$ cat config.mk
export PLATFORM = sky130hd
export DESIGN_NAME = clas_arbiter
export DESIGN_NICKNAME = d
export VERILOG_FILES = /design/src/rtl/clas_arbiter.sv
export SDC_FILE = /design/constraint.sdc
export NUM_CORES = 1
export LEC_CHECK = 0
export BUFFER_PORTS_ARGS = -buffer_cell sky130_fd_sc_hd__buf_2
export CELL_PAD_IN_SITES_DETAIL_PLACEMENT = 2
export CELL_PAD_IN_SITES_GLOBAL_PLACEMENT = 2
export CORE_AREA = 8 8 96 98
export DETAILED_ROUTE_END_ITERATION = 6
export DIE_AREA = 0 0 104 106
export GPL_TIMING_DRIVEN = 0
export PLACE_DENSITY = 0.81
export SYNTH_ARGS = -nofsm -noshare
export SYNTH_HDL_FRONTEND = slang
export SYNTH_HIERARCHICAL = 1
export SYNTH_SLANG_ARGS = --single-unit
export TNS_END_PERCENT = 30
$ cat constraint.sdc
create_clock -name clk -period 12.8 [get_ports clk]
set_input_delay 3.84 -clock clk [delete_from_list [all_inputs] [get_ports clk]]
set_output_delay 3.84 -clock clk [all_outputs]
set_load 0.1 [all_outputs]
$ cat src/rtl/clas_arbiter.sv
// Purpose : two-requester arbiter feeding one shared 16-bit CLA add/sub unit, with the result held in a one-deep output register.
// Latency : 1 cycle. An op accepted at edge N is presented on rsp_* after edge N.
// Backpressure: req_ready is low while the output register is full and not draining. Drain and accept can happen in the same cycle.
//
// Ports: clk, rst (sync, active-high); req_valid[1:0]/req_ready[1:0] handshake;
//        sel0/a0/b0 and sel1/a1/b1 operands (sel: 0=add, 1=sub);
//        rsp_valid/rsp_ready handshake; rsp_id, rsp_result[15:0], rsp_c_out.
// Config : define CLAS_ARB_RR_EN for round-robin on ties. When it is not defined, requester 0 has fixed priority.

// Shared 16-bit carry-lookahead adder/subtractor. Subtract is computed as a + ~b + 1.
// c_out is the carry for add. For subtract, c_out = 1 means there was no borrow.
module clas_16bit (
  input  logic [15:0] a,
  input  logic [15:0] b,
  input  logic        sub,
  output logic [15:0] sum,
  output logic        c_out
);
  logic [15:0] bx, g, p;
  logic [16:0] c;
  logic [3:0]  gg, gp;

  always_comb begin
    bx = b ^ {16{sub}};
    g  = a & bx;
    p  = a ^ bx;
    // Group generate/propagate for each 4-bit group.
    for (int k = 0; k < 4; k++) begin
      gg[k] = g[4*k+3] | (p[4*k+3] & g[4*k+2]) | (p[4*k+3] & p[4*k+2] & g[4*k+1])
            | (p[4*k+3] & p[4*k+2] & p[4*k+1] & g[4*k]);
      gp[k] = &p[4*k +: 4];
    end
    // Group carries are computed by lookahead and do not ripple between groups.
    c     = '0;
    c[0]  = sub;
    c[4]  = gg[0] | (gp[0] & c[0]);
    c[8]  = gg[1] | (gp[1] & gg[0]) | (gp[1] & gp[0] & c[0]);
    c[12] = gg[2] | (gp[2] & gg[1]) | (gp[2] & gp[1] & gg[0]) | (gp[2] & gp[1] & gp[0] & c[0]);
    c[16] = gg[3] | (gp[3] & gg[2]) | (gp[3] & gp[2] & gg[1]) | (gp[3] & gp[2] & gp[1] & gg[0])
          | (gp[3] & gp[2] & gp[1] & gp[0] & c[0]);
    // Carries inside each group.
    for (int k = 0; k < 4; k++) begin
      for (int j = 1; j < 4; j++) begin
        c[4*k+j] = g[4*k+j-1] | (p[4*k+j-1] & c[4*k+j-1]);
      end
    end
    sum   = p ^ c[15:0];
    c_out = c[16];
  end
endmodule

module clas_arbiter (
  input  logic        clk,
  input  logic        rst,
  input  logic [1:0]  req_valid,
  output logic [1:0]  req_ready,
  input  logic        sel0,
  input  logic        sel1,
  input  logic [15:0] a0,
  input  logic [15:0] b0,
  input  logic [15:0] a1,
  input  logic [15:0] b1,
  output logic        rsp_valid,
  input  logic        rsp_ready,
  output logic        rsp_id,
  output logic [15:0] rsp_result,
  output logic        rsp_c_out
);
  typedef enum logic {ST_EMPTY = 1'b0, ST_FULL = 1'b1} state_e;

  state_e      state_q, state_d;
  logic        id_q, id_d;
  logic [15:0] result_q, result_d;
  logic        cout_q, cout_d;
  logic        last_grant_q, last_grant_d;

  logic [1:0]  grant;
  logic        can_accept, accept, gnt_id;
  logic        op_sel;
  logic [15:0] op_a, op_b, alu_sum;
  logic        alu_cout;

  always_comb begin
    grant = 2'b00;
    case (req_valid)
      2'b01: grant = 2'b01;
      2'b10: grant = 2'b10;
      2'b11: begin
`ifdef CLAS_ARB_RR_EN
        grant = last_grant_q ? 2'b01 : 2'b10;
`else
        grant = 2'b01;
`endif
      end
      default: grant = 2'b00;
    endcase
  end

  assign rsp_valid  = (state_q == ST_FULL);
  assign can_accept = !rsp_valid || rsp_ready;
  // Nothing is accepted during the reset cycle. An op accepted then would be lost.
  assign req_ready  = rst ? 2'b00 : (grant & {2{can_accept}});
  assign accept     = |req_ready;
  assign gnt_id     = grant[1];

  // With no grant, requester 0's operands are fed to the unit and the result is ignored.
  assign op_sel = gnt_id ? sel1 : sel0;
  assign op_a   = gnt_id ? a1   : a0;
  assign op_b   = gnt_id ? b1   : b0;

  clas_16bit u_clas (
    .a     (op_a),
    .b     (op_b),
    .sub   (op_sel),
    .sum   (alu_sum),
    .c_out (alu_cout)
  );

  always_comb begin
    state_d      = state_q;
    id_d         = id_q;
    result_d     = result_q;
    cout_d       = cout_q;
    last_grant_d = last_grant_q;
    case (state_q)
      ST_EMPTY: if (accept) state_d = ST_FULL;
      ST_FULL: begin
        if (accept)         state_d = ST_FULL;
        else if (rsp_ready) state_d = ST_EMPTY;
      end
      default: state_d = ST_EMPTY;
    endcase
    if (accept) begin
      id_d         = gnt_id;
      result_d     = alu_sum;
      cout_d       = alu_cout;
      last_grant_d = gnt_id;
    end
  end

  always_ff @(posedge clk) begin
    if (rst) begin
      state_q      <= ST_EMPTY;
      id_q         <= 1'b0;
      result_q     <= 16'h0000;
      cout_q       <= 1'b0;
      last_grant_q <= 1'b1;
    end else begin
      state_q      <= state_d;
      id_q         <= id_d;
      result_q     <= result_d;
      cout_q       <= cout_d;
      last_grant_q <= last_grant_d;
    end
  end

  assign rsp_id     = id_q;
  assign rsp_result = result_q;
  assign rsp_c_out  = cout_q;
endmodule

==> summary.md <==
| Metric | Value |
|---|---|
| Outcome | complete, no violations |
| Initial core utilization | ~28% |
| Fin. Hold Viols | 0 |
| Initial antenna violation count | 0 |
| Period utilization | between 70 and 80% |
| Post-DP HPWL | about 6500 um |
| Minimum clock period | around 9.0 ns |
| Peak supply drop | 39.0 uV |
| CTS max path bufs | 2 |
| Rows | 33 |
| Mapped Area | about 2200 sq um |
| WP buf/inv | 4 |
| Num CTS Buffers | 3 |
| Port buffer count | ~90 |
| Register area share after synthesis | 17.0% |
| GPL Wtd Cong | 0.735 |
| Syn Nets | roughly 330 |
| Nature of the critical path startpoint | input pin |
| Sw Share | a little over half |
| Largest net degree at the start of global routing | 11 |
| Vias post-DR | between 2000 and 2500 |
| Post-CTS resize count | 0 |
| Most used cell, CP | buf_2 |
| WL/cell | ~17 um |
| Static leakage | 1.57 nW |
| Mapped Cells | around 230 |
| Core region area | ~7800 sq um |
| Sw power | approximately 0.00019 W |
| Cell taking the most area after synthesis | mux2_4 |
| Pint | around 0.00016 W |
| DRT iter0 DRCs | 18 |
| Synth top area cells | mux2_4 20%, dfxtp_1 17%, fa_1 9.9% |
| Clk_skew | ~0.0011 ns |
| Total GRT Usage | 12.8% |
| Netlist cell types | 35 |
| Post-layout worst setup margin | 3.81 ns |
| Vias in the first global route | roughly 2400 |
| CP Class | input pin to output port |
| CTS tree | done |
| HP Class | flop to flop |
| Top post-synthesis cells by count | 29 x inv_1, 29 x mux2_4, 20 x nand4_1 |
| Top cell type's share of synthesized area | between 15 and 20% |
| Data arrival time of the worst path | between 5 and 6 ns |
| Max incr delay on CP | 0.48 ns |
| Area delta synth->final | 28.3% |
| Design area | between 2000 and 3000 sq um |
| Die Ht | roughly 110 um |
| Max-slew violations | 0 |
| Vias per cell | roughly 4.8 |
| Max_cap viols | 0 |
| Number of remaining DRC errors | 0 |
| Chip width | about 100 um |
| Clock Tree Root | clkbuf_8 |
| Post-CTS Setup Bufs | 0 |
| Dpl ws | around 3.8 ns |
| Critical path origin | req_valid[0] |
| Max-slew headroom at the worst pin | between 60 and 70% |
| CP Cell Sequence | buf_2 -> nand2b_1 -> buf_6 -> buf_12 -> nor3_1 -> buf_2 |
| Combinational power share | 66.1% |
| GRT overflow | 0 |
| Setup-failing EPs final | 0 |
| Setup crit end kind | output port |
| Share of post-route cells with drive strength above 1 | approximately 43% |
| FFs w/ async S/R, synth | 0% |
| Seq cells post-synth | 19 |
| CP max stage cell | buf_2 |
| Fmax | between 0.1 and 0.15 GHz |
| Clk sinks | 19 |
| Top FF cell, synth | dfxtp_1 |
| CP delay by family, top | buffers and inverters |
| Worst-path fanout max | 10 |
| Placed cell area | roughly 2800 sq um |
| Pwr dens | between 100 and 150 nW/um^2 |
| Average size of a mapped cell | between 9 and 10 sq um |
| CTS H-tree depth | 1 |
| ANT cells | 0 |
| Critical hold path startpoint | rsp_result[4] |
| Number of synthesized flops with an enable pin | 0 |
| Final #Nets | about 430 |
| I/O Pins | 92 |
| RR Startpoint | rsp_valid |
| Unrepaired setup endpoints after global routing | no |
| Clk pin slew, worst setup/hold paths | 0.07 ns |
| Quantity of hold-fixing buffers added after cts | 0 |
| Reg power frac | approximately 22% |
| Post-route ant nets | 0 |
| Clk network pwr share | about an eighth |
| Setup TNS | 0 ns |
| Critical Path RT | roughly 9 ns |
| Worst-Skew Late Latency | 0.25 ns |
| Total die area | between 10000 and 15000 sq um |
| Least-Margin Pin Slew | roughly 0.5 ns |
| Yosys warnings | 6 |
| DRT Wirelength | about 7200 um |
| # fillers | between 900 and 1000 |
| First-pass GRT wire length | 11700 um |
| DRT Pass-1 Iters | 3 |
## metal layers
metal	part of all wire (%)	track usage, %	vias to the layer above
met5	0	0	-
met4	1.1	3.41	0
met3	4.2	2.36	4
met2	53	24.9	53
met1	41	13.8	1004
li1	-	-	1005
## tightest hold or removal path, cell delays in order (launching register included)
cell	delay, ns
dfxtp_1	0.31
o211ai_1	0.09
nand2_1	0.06
## sequential cells by signal, indices dropped and copies added, names as in the netlist
register    count
rsp_c_out       1
rsp_id          1
rsp_result     16
rsp_valid       1
## cell usage in the layout (no fill, tap or decap), types with 2 or more instances in the layout
cell      netlist  final
clkbuf_8        0      3
o21ai_0         2      2
buf_2           6     97
dfxtp_1        19     19
mux2_4         29     29
mux2_2          4      4
nand2b_1        2      2
inv_1          29     29
o211ai_1       17     17
a21o_1          2      2
xnor2_1         2      2
buf_6           2      2
nor3_1          2      2
nand4_1        20     20
nor2b_1         3      3
ha_1           16     16
fa_1           11     11
xor2_1         19     19
buf_12          3      3
nand2_1        19     19
clkbuf_1        4      5
nor2_1          2      2
a21oi_1         8      8
## per-stage QoR
step / instances / total power (W) / utilization [%] / hold WS (ns)
2_1_floorplan: 234 / 0.000259 / - / 0.960
3_3_place_gp: 430 / 0.000305 / 35.9 / 0.477
3_5_place_dp: 430 / 0.000315 / 35.9 / 0.486
4_1_cts: 434 / 0.000357 / 36.5 / 0.499
5_1_grt: 434 / 0.000376 / 36.5 / 0.526
6_report: 434 / 0.000352 / 36.5 / 0.496
## kinds of logic after synthesis
kind of cell             Yosys count  synth area share (%)
buffers and inverters             46                  10.9
multiplexers                      34                  22.0
AO/OA/AOI/OAI                     34                  10.4
adder cells (fa/ha/maj)           27                  18.8
XOR/XNOR                          21                  8.24
AND/OR/NAND/NOR                   53                  12.6
flip-flops                        19                  17.0
## power by group through the flow
stage	clock [W]	combinational (W)	sequential, W
floorplan	0	0.0000939	0.000165
global placement	0	0.000226	0.0000789
detailed placement	0	0.000235	0.0000796
CTS	0.0000430	0.000236	0.0000782
global route	0.0000442	0.000252	0.0000798
finish	0.0000414	0.000232	0.0000779
## worst paths after layout
check | cells past startpoint | endpoint | slack, ns
worst max register to register | 5 | rsp_result[8] | 11.59
worst min register to register | 2 | rsp_result[4] | 0.50
worst min-delay path | 2 | rsp_result[4] | 0.50
worst max-delay path | 6 | req_ready[1] | 3.81
## area by class of cell
cell class	count	area, sq um	area share, %
Timing Repair Buffer	91	455	15.9
Buffer	16	131	4.59
Clock buffer	4	45.0	1.57
Sequential cell	19	380	13.3
Tap cell	105	131	4.59
Inverter	30	113	3.93
Multi-Input combinational cell	169	1610	56.1
No activity file was read; power rests on OpenSTA's default activity.
